**src/rtl/puf_pkg.sv**
```systemverilog
// Shared types and default parameter values for the ring-oscillator PUF response generator.
// Latency: n/a (package only).
// Backpressure: n/a (package only).
package puf_pkg;

  typedef enum logic [2:0] {
    ST_IDLE,
    ST_SETTLE,
    ST_MEASURE,
    ST_COMPARE,
    ST_DONE
  } state_e;

  localparam int DEF_SEL_W     = 5;
  localparam int DEF_CNT_W     = 16;
  localparam int DEF_WINDOW    = 256;
  localparam int DEF_SETTLE    = 4;
  localparam int DEF_RESP_BITS = 8;
  localparam int DEF_MARGIN    = 2;

  function automatic int max2(input int a, input int b);
    return (a > b) ? a : b;
  endfunction

endpackage

```
**src/rtl/ro_edge_counter.sv**
```systemverilog
// Synchronizes one raw oscillator output, detects rising edges and counts them with saturation.
// Latency: an input edge reaches the counter 2 cycles after it is first sampled.
// Backpressure: none; clr_i has priority over en_i, counting stops at all-ones.
module ro_edge_counter
  import puf_pkg::*;
#(
  parameter int CNT_W = DEF_CNT_W
) (
  input  logic             clk,
  input  logic             rst_n,
  input  logic             ro_i,
  input  logic             clr_i,
  input  logic             en_i,
  output logic [CNT_W-1:0] cnt_o
);

  // [0],[1] form the synchronizer, [2] holds the previous synchronized value
  logic [2:0]       sync_q;
  logic             rise;
  logic [CNT_W-1:0] cnt_q;
  logic [CNT_W-1:0] cnt_d;

  assign rise  = sync_q[1] & ~sync_q[2];
  assign cnt_o = cnt_q;

  // Shift the asynchronous input through the synchronizer and edge-history flops
  always_ff @(posedge clk) begin
    if (rst_n) begin
      sync_q <= '0;
    end else begin
      sync_q <= {sync_q[1:0], ro_i};
    end
  end

  // Next count: clear, else saturating increment on a detected rising edge
  always_comb begin
    cnt_d = cnt_q;
    if (clr_i) begin
      cnt_d = '0;
    end else if (en_i && rise && (cnt_q != {CNT_W{1'b1}})) begin
      cnt_d = cnt_q + CNT_W'(1);
    end
  end

  // Count register
  always_ff @(posedge clk) begin
    if (rst_n) begin
      cnt_q <= '0;
    end else begin
      cnt_q <= cnt_d;
    end
  end

endmodule

```
**src/rtl/puf_resp_gen.sv**
```systemverilog
// Sequences oscillator-pair challenges, counts both channels over a window and builds the response word.
// Latency: RESP_BITS*(SETTLE+WINDOW+1) cycles from accepted start to resp_valid.
// Backpressure: holds resp/resp_valid in DONE until resp_ready; PUF_MARGIN_EN adds resp_unstable.
module puf_resp_gen
  import puf_pkg::*;
#(
  parameter int SEL_W     = DEF_SEL_W,
  parameter int CNT_W     = DEF_CNT_W,
  parameter int WINDOW    = DEF_WINDOW,
  parameter int SETTLE    = DEF_SETTLE,
  parameter int RESP_BITS = DEF_RESP_BITS
`ifdef PUF_MARGIN_EN
  ,
  parameter int MARGIN    = DEF_MARGIN
`endif
) (
  input  logic                 clk,
  input  logic                 rst_n,
  input  logic                 start,
  input  logic [SEL_W-1:0]     challenge,
  input  logic                 ro_a,
  input  logic                 ro_b,
  output logic [SEL_W-1:0]     sel_a,
  output logic [SEL_W-1:0]     sel_b,
  output logic                 ro_ena,
  output logic                 busy,
  output logic [RESP_BITS-1:0] resp,
  output logic                 resp_valid,
  input  logic                 resp_ready
`ifdef PUF_MARGIN_EN
  ,
  output logic [RESP_BITS-1:0] resp_unstable
`endif
);

  localparam int TMR_W = $clog2(max2(WINDOW, SETTLE));
  localparam int KW    = (RESP_BITS > 1) ? $clog2(RESP_BITS) : 1;

  state_e               state_q, state_d;
  logic [TMR_W-1:0]     tmr_q, tmr_d;
  logic [KW-1:0]        k_q, k_d;
  logic [SEL_W-1:0]     sel_a_q, sel_a_d;
  logic [SEL_W-1:0]     sel_b_q, sel_b_d;
  logic [RESP_BITS-1:0] resp_q, resp_d;
  logic [CNT_W-1:0]     cnt_a, cnt_b;
  logic                 cnt_clr, cnt_en;

`ifdef PUF_MARGIN_EN
  logic [RESP_BITS-1:0] unst_q, unst_d;
  logic [CNT_W-1:0]     cnt_diff;

  assign cnt_diff      = (cnt_a > cnt_b) ? (cnt_a - cnt_b) : (cnt_b - cnt_a);
  assign resp_unstable = unst_q;
`endif

  // Counters are cleared during settling so the old pair's edges never leak into a window
  assign cnt_clr = (state_q == ST_SETTLE);
  assign cnt_en  = (state_q == ST_MEASURE);

  ro_edge_counter #(.CNT_W(CNT_W)) u_cnt_a (
    .clk   (clk),
    .rst_n (rst_n),
    .ro_i  (ro_a),
    .clr_i (cnt_clr),
    .en_i  (cnt_en),
    .cnt_o (cnt_a)
  );

  ro_edge_counter #(.CNT_W(CNT_W)) u_cnt_b (
    .clk   (clk),
    .rst_n (rst_n),
    .ro_i  (ro_b),
    .clr_i (cnt_clr),
    .en_i  (cnt_en),
    .cnt_o (cnt_b)
  );

  assign sel_a = sel_a_q;
  assign sel_b = sel_b_q;
  assign resp  = resp_q;

  // Next-state, phase timer, select stepping, response bit capture and status outputs
  always_comb begin
    state_d    = state_q;
    tmr_d      = tmr_q;
    k_d        = k_q;
    sel_a_d    = sel_a_q;
    sel_b_d    = sel_b_q;
    resp_d     = resp_q;
`ifdef PUF_MARGIN_EN
    unst_d     = unst_q;
`endif
    ro_ena     = 1'b0;
    busy       = 1'b1;
    resp_valid = 1'b0;

    case (state_q)
      ST_IDLE: begin
        busy = 1'b0;
        if (start) begin
          state_d = ST_SETTLE;
          tmr_d   = TMR_W'(SETTLE - 1);
          k_d     = '0;
          sel_a_d = challenge;
          sel_b_d = challenge + SEL_W'(1);
          resp_d  = '0;
`ifdef PUF_MARGIN_EN
          unst_d  = '0;
`endif
        end
      end
      ST_SETTLE: begin
        ro_ena = 1'b1;
        if (tmr_q == '0) begin
          state_d = ST_MEASURE;
          tmr_d   = TMR_W'(WINDOW - 1);
        end else begin
          tmr_d = tmr_q - TMR_W'(1);
        end
      end
      ST_MEASURE: begin
        ro_ena = 1'b1;
        if (tmr_q == '0) begin
          state_d = ST_COMPARE;
        end else begin
          tmr_d = tmr_q - TMR_W'(1);
        end
      end
      ST_COMPARE: begin
        ro_ena      = 1'b1;
        resp_d[k_q] = (cnt_a > cnt_b);
`ifdef PUF_MARGIN_EN
        unst_d[k_q] = (cnt_diff < CNT_W'(MARGIN));
`endif
        if (k_q == KW'(RESP_BITS - 1)) begin
          state_d = ST_DONE;
        end else begin
          state_d = ST_SETTLE;
          tmr_d   = TMR_W'(SETTLE - 1);
          k_d     = k_q + KW'(1);
          sel_a_d = sel_a_q + SEL_W'(2);
          sel_b_d = sel_b_q + SEL_W'(2);
        end
      end
      ST_DONE: begin
        resp_valid = 1'b1;
        if (resp_ready) begin
          state_d = ST_IDLE;
        end
      end
      default: begin
        state_d = ST_IDLE;
      end
    endcase
  end

  // State and datapath registers; reset discards any partial response
  always_ff @(posedge clk) begin
    if (rst_n) begin
      state_q <= ST_IDLE;
      tmr_q   <= '0;
      k_q     <= '0;
      sel_a_q <= '0;
      sel_b_q <= '0;
      resp_q  <= '0;
`ifdef PUF_MARGIN_EN
      unst_q  <= '0;
`endif
    end else begin
      state_q <= state_d;
      tmr_q   <= tmr_d;
      k_q     <= k_d;
      sel_a_q <= sel_a_d;
      sel_b_q <= sel_b_d;
      resp_q  <= resp_d;
`ifdef PUF_MARGIN_EN
      unst_q  <= unst_d;
`endif
    end
  end

endmodule
```
**config.mk**
```make
export PLATFORM = sky130hd
export DESIGN_NAME = puf_resp_gen
export DESIGN_NICKNAME = d
export VERILOG_FILES = /design/src/rtl/puf_pkg.sv /design/src/rtl/ro_edge_counter.sv /design/src/rtl/puf_resp_gen.sv
export SDC_FILE = /design/constraint.sdc
export NUM_CORES = 1
export LEC_CHECK = 0
export CORE_ASPECT_RATIO = 0.8
export CORE_MARGIN = 3
export CORE_UTILIZATION = 63
export DETAILED_ROUTE_END_ITERATION = 8
export GPL_TIMING_DRIVEN = 0
export PLACE_DENSITY_LB_ADDON = 0.08
export SLEW_MARGIN = 10
export SYNTH_ARGS = -nofsm -noshare
export SYNTH_HDL_FRONTEND = slang
export SYNTH_SLANG_ARGS = --single-unit
```
**constraint.sdc**
```tcl
create_clock -name clk -period 6 [get_ports clk]
set_clock_uncertainty 0.2 [all_clocks]
set_input_delay 1.2 -clock clk [delete_from_list [all_inputs] [get_ports clk]]
set_output_delay 1.2 -clock clk [all_outputs]
set_load 0.05 [all_outputs]
```
==> results.toml, run 1 <==
[setup_path]
worstSetupStartpointType = "flop"
worstPathArrival_ns = 2.39
end_kind = "output port"
cp_max_fo = 10
cpLargestDelayFamily = "buffers and inverters"
rr_worst_depth = 7
r2r_start = "u_cnt_b.cnt_o[14]"
rr_endpoint = "resp[4]"
reg2reg_setup_slack_ns = 3.27
critPathSlowestCell = "clkdlybuf4s50_1"
cp_slowest_stage_delay_ns = 0.80
timing.critical_path.buf_inv = 3
critPathMostFrequentCell = "clkbuf_1"
cp_data_required_time_ns = 4.60
crit_type = "flop to output port"
path_cells = "clkbuf_1, clkbuf_1, and2_1, clkdlybuf4s50_1"

[die]
die_h_um = 76.40
die_x_um = 94.00
coreArea_um2 = 5705
io_pins = 32
dieArea_um2 = 7181
initial_core_util_pct = 68.40
fp-row-count = 24

[route]
drc = 0
routed_via_density = 6.138
dr.pass1.iters = 5
drt.antenna.violating_nets = 0
vias = 3744
wl_per_cell_um = 15.78
totalWireLength_um = 9626
drtIter0Drc = 344

[final_layout]
drive_gt1_share_pct = 7.143
final.fill_count = 412
fin_nets = 563
design_area_um2 = 4539
fin_util_pct = 79.56
antenna_cells = 0
area_growth_pct = 16.32

[cts]
h-tree-depth = 3
clkLatencyLatePin_ns = 0.34
cts-hold-fix-buffers = 0
clockRootBuffer = "clkbuf_8"
clk_pin_slew_ns = 0.07
numClockSinks = 70
cts_made_buffers = 9
cts.repair.resized = 0
cts_tree = "built"
cts_buffer_depth = 2
postCtsSetupBuffers = 0

[placed_design]
port_buffers = 31
gp_congestion = 0.8697
hpwlAfterDp_um = 6963
placed_area_um2 = 4318

[synthesis]
synthSimpleGateAreaFrac_pct = 30.62
synth-main-ff-cell = "dfxtp_1"
synth_fa_ha_area_share_pct = 8.015
yosys_warnings = 0
synthCells = 485
synth_compound_area_share_pct = 15.26
synth_top_family_by_area = "simple AND/OR/NAND/NOR gates"
synth_area_leaders = "dfxtp_1, ha_1, nor2_1, a21oi_1, nand2_1"
synth_xor_area_share_pct = 5.611
ys_seq_area_share_pct = 35.91
synth.area.mux_share_pct = 0.7695
yosysTopAreaCell = "dfxtp_1"
syn_avg_cell_area_um2 = 8.046
ys_types = 47
synth_edf_count = 0
synth-seq-cells = 70
synth_area_um2 = 3902
synth_top_area_share_pct = 35.91
synthArstFlopShare_pct = 0
synth_fp_nets = 521

[grt]
grt_max_degree = 12
grt_pass1_wl_um = 16010
antenna_found_initial = 0
grt-ovfl-total = 0
grtUsageTotal_pct = 27.38
grt_pass1_vias = 3414

[pwr]
ir_worst_vdd_v = 0.0003330
seq_power_share_pct = 35.5
comb_power_share_pct = 38.4
leakage_nw = 1.584
power_frac_clock_pct = 26.1
p_switching_mw = 0.6350
powerDensity_nw_per_um2 = 352.9
swShare_pct = 39.64
power.internal_mw = 0.9669

[sta]
fin_crit_ns = 3.792
fin_crit_sh_pct = 63.20
fmax_mhz = 263.7
fin_tns_setup_ns = 0
setup_viol = 0
finalHoldViolCount = 0
slew_headroom_pct = 41.56
worstMarginPinSlew_ns = 0.8694
drv_slew = 0
hold_slack_ns = 0.2484
rsz0062_at_grt = "false"

[hold_path]
min_to = "u_cnt_a.sync_q[1]"
hp-class = "flop to flop"
hold_path_startpoint = "u_cnt_a.sync_q[0]"
whs_path_depth = 1

[status]
run_status = "completed"

[job]
drv_cap = 0
metal layers:
| metal | global-route usage [%] | routed length, µm | vias up |
|---|---|---|---|
| met2 | 41.11 | 4258 | 146 |
| met4 | 6.926 | 137 | 0 |
| li1 | - | - | 1833 |
| met3 | 6.515 | 683 | 20 |
| met5 | 0 | 0 | - |
| met1 | 39.35 | 4547 | 1745 |
per-stage QoR:
step           worst slack (ns)  total power [mW]  instances
3_3_place_gp              2.436             1.158        594
4_1_cts                   2.207             1.593        610
3_5_place_dp              2.448             1.178        594
2_1_floorplan             3.191             1.007        485
6_report                  2.208             1.602        610
5_1_grt                   2.069             1.682        610
logic make-up after synthesis:
family          after synthesis
fa+ha+maj                    25
flops                        70
mux                           3
simple gates                225
xor+xnor                     25
buf+inv                      39
compound gates               98
worst register-to-register path: stages, from the launching register on:
cell and delay (ns):
dfxtp_1 0.40, inv_1 0.09, ha_1 0.29, nand4_1 0.20
nor2_1 0.07, a311o_1 0.36, o41ai_2 0.81, a21oi_1 0.15
power groups by stage:
| stage | Clock, mW | Combinational, mW | Sequential, mW |
|---|---|---|---|
| final | 0.419 | 0.614 | 0.569 |
| after global routing | 0.441 | 0.666 | 0.576 |
| after CTS | 0.421 | 0.607 | 0.566 |
| after detailed placement | 0 | 0.602 | 0.576 |
| after global placement | 0 | 0.585 | 0.573 |
| after floorplan | 0 | 0.383 | 0.624 |
layout make-up:
type	instances	area, µm²	share of cell area [%]
Clock inverter	4	70.07	1.544
Multi-Input combinational cell	376	2366	52.12
Inverter	23	86.33	1.902
Timing Repair Buffer	31	310.3	6.836
Buffer	16	62.56	1.378
Clock buffer	12	145.1	3.197
Sequential cell	70	1401	30.87
Tap cell	78	97.59	2.150
placed cells by master (no fill, tap or decap), types with 4 or more instances in the layout:
cell and count:
nor2b_1 12, xor2_1 10, nor3b_1 4, o211ai_1 8, ha_1 25, a31oi_1 4, clkbuf_1 16, or2_2 11
inv_1 23, clkbuf_8 10, dfxtp_1 70, or4_1 4, clkdlybuf4s50_1 31, and3_1 4, nand4_1 10, nand2_1 35
nand3_1 23, o21ai_0 18, nor2_1 57, or3_1 6, nand2b_1 6, and4_1 4, a211oi_1 5, nor4_1 10
a21oi_1 42, xnor2_1 15, nor3_1 22
flip-flops by register name, indices dropped and copies added, names as in the netlist, 5 cells and up:
name           flops
u_cnt_b.cnt_o     16
resp               8
sel_a              5
sel_b              5
tmr_q              8
u_cnt_a.cnt_o     16
worst max path at each step:
stage,start,endpoint,slack [ns],depth (start not counted)
6_report,state_q[2],resp_valid,2.21,4
5_1_grt,state_q[2],resp_valid,2.07,4
4_1_cts,state_q[2],resp_valid,2.21,4
3_5_place_dp,start,sel_a[3],2.45,7
3_3_place_gp,start,sel_a[3],2.44,7
2_1_floorplan,state_q[0],ro_ena,3.19,3
synthesized netlist by cell type (all sizes together), types with 2 or more instances:
cell type / instances
dfxtp: 70
nor2: 57
a21oi: 42
nand2: 35
ha: 25
nor3: 24
inv: 23
nand3: 23
o21ai: 19
xnor2: 15
clkbuf: 14
nor4: 13
nor2b: 12
or2: 11
nand4: 10
xor2: 10
o211ai: 8
nand2b: 6
or3: 6
a211oi: 5
a31oi: 4
and3: 4
and4: 4
nor3b: 4
or4: 4
a21o: 3
a22oi: 3
a311oi: 3
and2: 3
mux2i: 3
nand3b: 3
o21a: 3
or4b: 3
a311o: 2
buf: 2
nor4b: 2
(Power assumes the default switching activity.)
==> run 2, diff against run 1 <==
--- a/config.mk
+++ b/config.mk
@@ -7,7 +7,7 @@
 export LEC_CHECK = 0
 export CORE_ASPECT_RATIO = 0.8
 export CORE_MARGIN = 3
-export CORE_UTILIZATION = 63
+export CORE_UTILIZATION = 53
 export DETAILED_ROUTE_END_ITERATION = 8
 export GPL_TIMING_DRIVEN = 0
 export PLACE_DENSITY_LB_ADDON = 0.08
==> constraint.sdc (replaced) <==
create_clock -name clk -period 3.26 [get_ports clk]
set_clock_uncertainty 0.2 [all_clocks]
set_input_delay 0.652 -clock clk [delete_from_list [all_inputs] [get_ports clk]]
set_output_delay 0.652 -clock clk [all_outputs]
set_load 0.05 [all_outputs]
==> run 2 against run 1 <==
First-iteration DRC count decreased by 34%. Die area increased by 17%. Largest power group unchanged. Wire length decreased by 2.8%. Global-route usage decreased by 4.2 points. Via count decreased by 3.0%. Register-to-register slack got worse by 2.7 ns. Sequential cell count unchanged. Critical endpoint is now ro_ena. Worst setup slack got worse by 2.1 ns. Combinational power increased by 81%.
==> results.toml, run 2 (synthesis results as in run 1) <==
[status]
run_status = "completed"

[final_layout]
antenna_cells = 0
multi_input_area_um2 = 2366
area_growth_pct = 17.99
seqCellArea_um2 = 1401
stdcell_count = 619
layout_commonest_cell = "dfxtp_1"
fin_nets = 563
layout_common_cells = "dfxtp_1, nor2_1, a21oi_1"
drive_gt1_share_pct = 7.519
final.fill_count = 634

[placed_design]
gp_congestion = 0.8363
pre_cts_ws_ns = 0.2155
place_inst = 603
port_buffers = 31
hpwlAfterDp_um = 7060

[job]
drv_cap = 0

[sta]
worstMarginPinSlew_ns = 0.8348
fin_crit_ns = 3.115
drv_slew = 0
fin_tns_setup_ns = 0
finalHoldViolCount = 0
fin_ws_ns = 0.1449
slew_headroom_pct = 43.74
fmax_mhz = 321.0
rsz0062_at_grt = "false"
hold_slack_ns = 0.2434
fin_crit_sh_pct = 95.56
setup_viol = 0

[setup_path]
crit_start = "state_q[2]"
end_kind = "output port"
crit_type = "flop to output port"
cp_max_fo = 10
r2r_start = "u_cnt_b.cnt_o[12]"
worstPathArrival_ns = 2.26
worstSetupStartpointType = "flop"
cp_data_required_time_ns = 2.41
rr_worst_depth = 7

[die]
initial_core_util_pct = 55.54
die_h_um = 82.75
io_pins = 32
coreArea_um2 = 7027
dieArea_um2 = 8435
die_x_um = 101.9
fp-row-count = 27

[cts]
numClockSinks = 70
cts_tree = "built"
h-tree-depth = 3
cts_made_buffers = 9
postCtsSetupBuffers = 0
cts_buffer_depth = 2
clkLatencyLatePin_ns = 0.35
clockRootBuffer = "clkbuf_8"
clk_pin_slew_ns = 0.08

[grt]
grt_pass1_wl_um = 15490
grt-ovfl-total = 0
grt_pass1_vias = 3252
grtUsageTotal_pct = 23.18
antenna_found_initial = 0
grt_max_degree = 13

[pwr]
total_power_mw = 3.108
leakage_nw = 1.610
powerDensity_nw_per_um2 = 675.0
ir_worst_vdd_v = 0.0004247

[route]
drtIter0Drc = 228
routed_via_density = 5.866
totalWireLength_um = 9352
drc = 0
vias = 3631
wl_per_cell_um = 15.11
drt.antenna.violating_nets = 0
dr.pass1.iters = 4

[hold_path]
hp-class = "flop to flop"
hold_path_startpoint = "u_cnt_a.sync_q[0]"
whs_path_depth = 1
==> run 2: power by group <==
group	internal, mW	leakage (nW)	switching, mW
logic	0.381	0.910	0.733
clock network	0.605	0.132	0.339
registers	0.946	0.568	0.103
==> run 2: repair_timing <==
item                       in CTS  in global routing
hold buffers                    0                  0
resized for setup               1                  0
setup endpoints to repair       1                  0
==> run 2: worst max-delay path, cell delays in order (launching register included) <==
cell             delay [ns]
dfxtp_1                0.34
clkbuf_1               0.31
clkbuf_1               0.42
nor2_1                 0.12
clkdlybuf4s50_1        0.72
==> run 2: per-stage QoR <==
step / utilization (%) / area (µm²)
2_1_floorplan: - / 3902
3_3_place_gp: 61.50 / 4322
3_5_place_dp: 61.61 / 4329
4_1_cts: 65.44 / 4598
5_1_grt: 65.53 / 4604
6_report: 65.53 / 4604
==> run 2: worst paths after layout <==
kind / endpoint / slack, ns
setup / recovery: ro_ena / 0.14
hold / removal: u_cnt_a.sync_q[1] / 0.24
setup reg to reg: resp[1] / 0.57
hold reg to reg: u_cnt_a.sync_q[1] / 0.24
==> run 2: layout make-up <==
class	count	area share, %
tap	87	2.364
timing repair buffer	31	6.712
buffer	16	1.359
clock buffer	10	2.989
clock inverter	6	2.880
multi-input combinational	376	51.39
inverter	23	1.875
sequential	70	30.43
==> run 2: metal layers <==
| layer | global-route usage, % | up-vias | share of wire [%] |
|---|---|---|---|
| met5 | 0 | - | 0 |
| met4 | 7.208 | 0 | 1.3 |
| met3 | 5.542 | 15 | 5.5 |
| met2 | 33.16 | 107 | 41 |
| met1 | 34.17 | 1685 | 52 |
| li1 | - | 1824 | - |
==> run 3, diff against run 2 <==
--- a/config.mk
+++ b/config.mk
@@ -5,6 +5,8 @@
 export SDC_FILE = /design/constraint.sdc
 export NUM_CORES = 1
 export LEC_CHECK = 0
+export ABC_CLOCK_PERIOD_IN_PS = 3260
+export CAP_MARGIN = 20
 export CORE_ASPECT_RATIO = 0.8
 export CORE_MARGIN = 3
 export CORE_UTILIZATION = 53
==> run 3 against run 2 <==
Sequential cell count did not move. Sequential power barely moved. Final area fell by 1.3%. Worst setup slack gained 0.028 ns. Total power fell by 7.8%. Clock-buffer cell count increased by 2. Critical endpoint unchanged.
==> results.toml, run 3 (synthesis results as in run 1) <==
[grt]
grt_max_degree = 12
antenna_found_initial = 0
grtUsageTotal_pct = 22.72
grt-ovfl-total = 0
grt_pass1_vias = 3129
grt_pass1_wl_um = 15080

[cts]
cts-hold-fix-buffers = 0
h-tree-depth = 3
cts_made_buffers = 9
cts.repair.resized = 1
postCtsSetupBuffers = 0
numClockSinks = 70
clkLatencyLatePin_ns = 0.34
clk_pin_slew_ns = 0.07
clockRootBuffer = "clkbuf_8"
cts_tree = "built"
cts_buffer_depth = 2

[placed_design]
gp_congestion = 0.8363
pre_cts_ws_ns = 0.2187
hpwlAfterDp_um = 6924
place_inst = 604
port_buffers = 31

[pwr]
ir_worst_vdd_v = 0.0004887
powerDensity_nw_per_um2 = 630.7
total_power_mw = 2.865
leakage_nw = 1.605

[die]
die_h_um = 82.75
coreArea_um2 = 7027
die_x_um = 101.9
io_pins = 32
dieArea_um2 = 8435
initial_core_util_pct = 55.54
fp-row-count = 27

[hold_path]
hp-class = "flop to flop"
hold_path_startpoint = "u_cnt_a.sync_q[0]"

[sta]
rsz0062_at_grt = "false"
worstMarginPinSlew_ns = 0.8513
slew_headroom_pct = 42.62
fin_crit_ns = 3.087
fin_crit_sh_pct = 94.69
setup_viol = 0
finalHoldViolCount = 0
fmax_mhz = 323.9
drv_slew = 0
fin_tns_setup_ns = 0
fin_ws_ns = 0.1729

[route]
drt.antenna.violating_nets = 0
wl_per_cell_um = 14.91
wl_met3_um = 464
drc = 0
wl_met2_um = 3936
vias = 3627
wl_met1_um = 4731
dr.pass1.iters = 4
highest_layer = "met4"
drtIter0Drc = 184
routed_via_density = 5.850
totalWireLength_um = 9247

[setup_path]
cp_data_required_time_ns = 2.41
worstSetupStartpointType = "flop"
r2r_start = "u_cnt_b.cnt_o[12]"
crit_start = "state_q[0]"
end_kind = "output port"
cp_max_fo = 10
crit_type = "flop to output port"
worstPathArrival_ns = 2.24

[status]
run_status = "completed"

[final_layout]
antenna_cells = 0
fin_util_pct = 64.65
final.fill_count = 621
stdcell_count = 620
drive_gt1_share_pct = 7.505
area_growth_pct = 16.42
fin_nets = 564
seqCellArea_um2 = 1401
multi_input_area_um2 = 2360
layout_common_cells = "dfxtp_1, nor2_1, a21oi_1"
layout_commonest_cell = "dfxtp_1"

[job]
drv_cap = 0
## run 3: layout make-up
cell class	count	share of cell area, %
well taps	87	2.396
repair buffers	32	7.105
multi-input cells	376	51.94
clock buffers	12	3.415
plain buffers	16	1.405
inverters	23	1.900
flip-flops and latches	70	30.85
clock inverters	4	0.9915
## run 3: critical path, cell delays in order, from the launching register on
cell and delay, ns:
dfxtp_1 0.43, clkbuf_1 0.38, nor2_1 0.14, nor2_1 0.13, clkdlybuf4s50_1 0.81
## run 3: metal layers
layer / vias to the layer above / track usage, %
li1: 1825 / -
met3: 10 / 4.786
met1: 1709 / 34.30
met5: - / 0
met2: 83 / 31.98
met4: 0 / 7.077
## run 3: stage by stage
step                      instance area (µm²)  hold slack [ns]
after floorplan                          3902           0.2138
after global placement                   4322           0.2189
after detailed placement                 4339           0.2273
after CTS                                4541           0.2450
after global routing                     4543           0.2745
final                                    4543           0.2422
## run 3: worst paths after layout
check	end	slack (ns)	depth (start not counted)
setup / recovery	ro_ena	0.17	4
hold / removal	u_cnt_a.sync_q[1]	0.24	1
setup reg to reg	resp[1]	0.53	7
hold reg to reg	u_cnt_a.sync_q[1]	0.24	1
## run 3: where the power goes
part	internal, mW	leakage [nW]	switching [mW]
Sequential	0.946	0.568	0.0997
Combinational	0.383	0.930	0.733
Clock	0.392	0.106	0.312
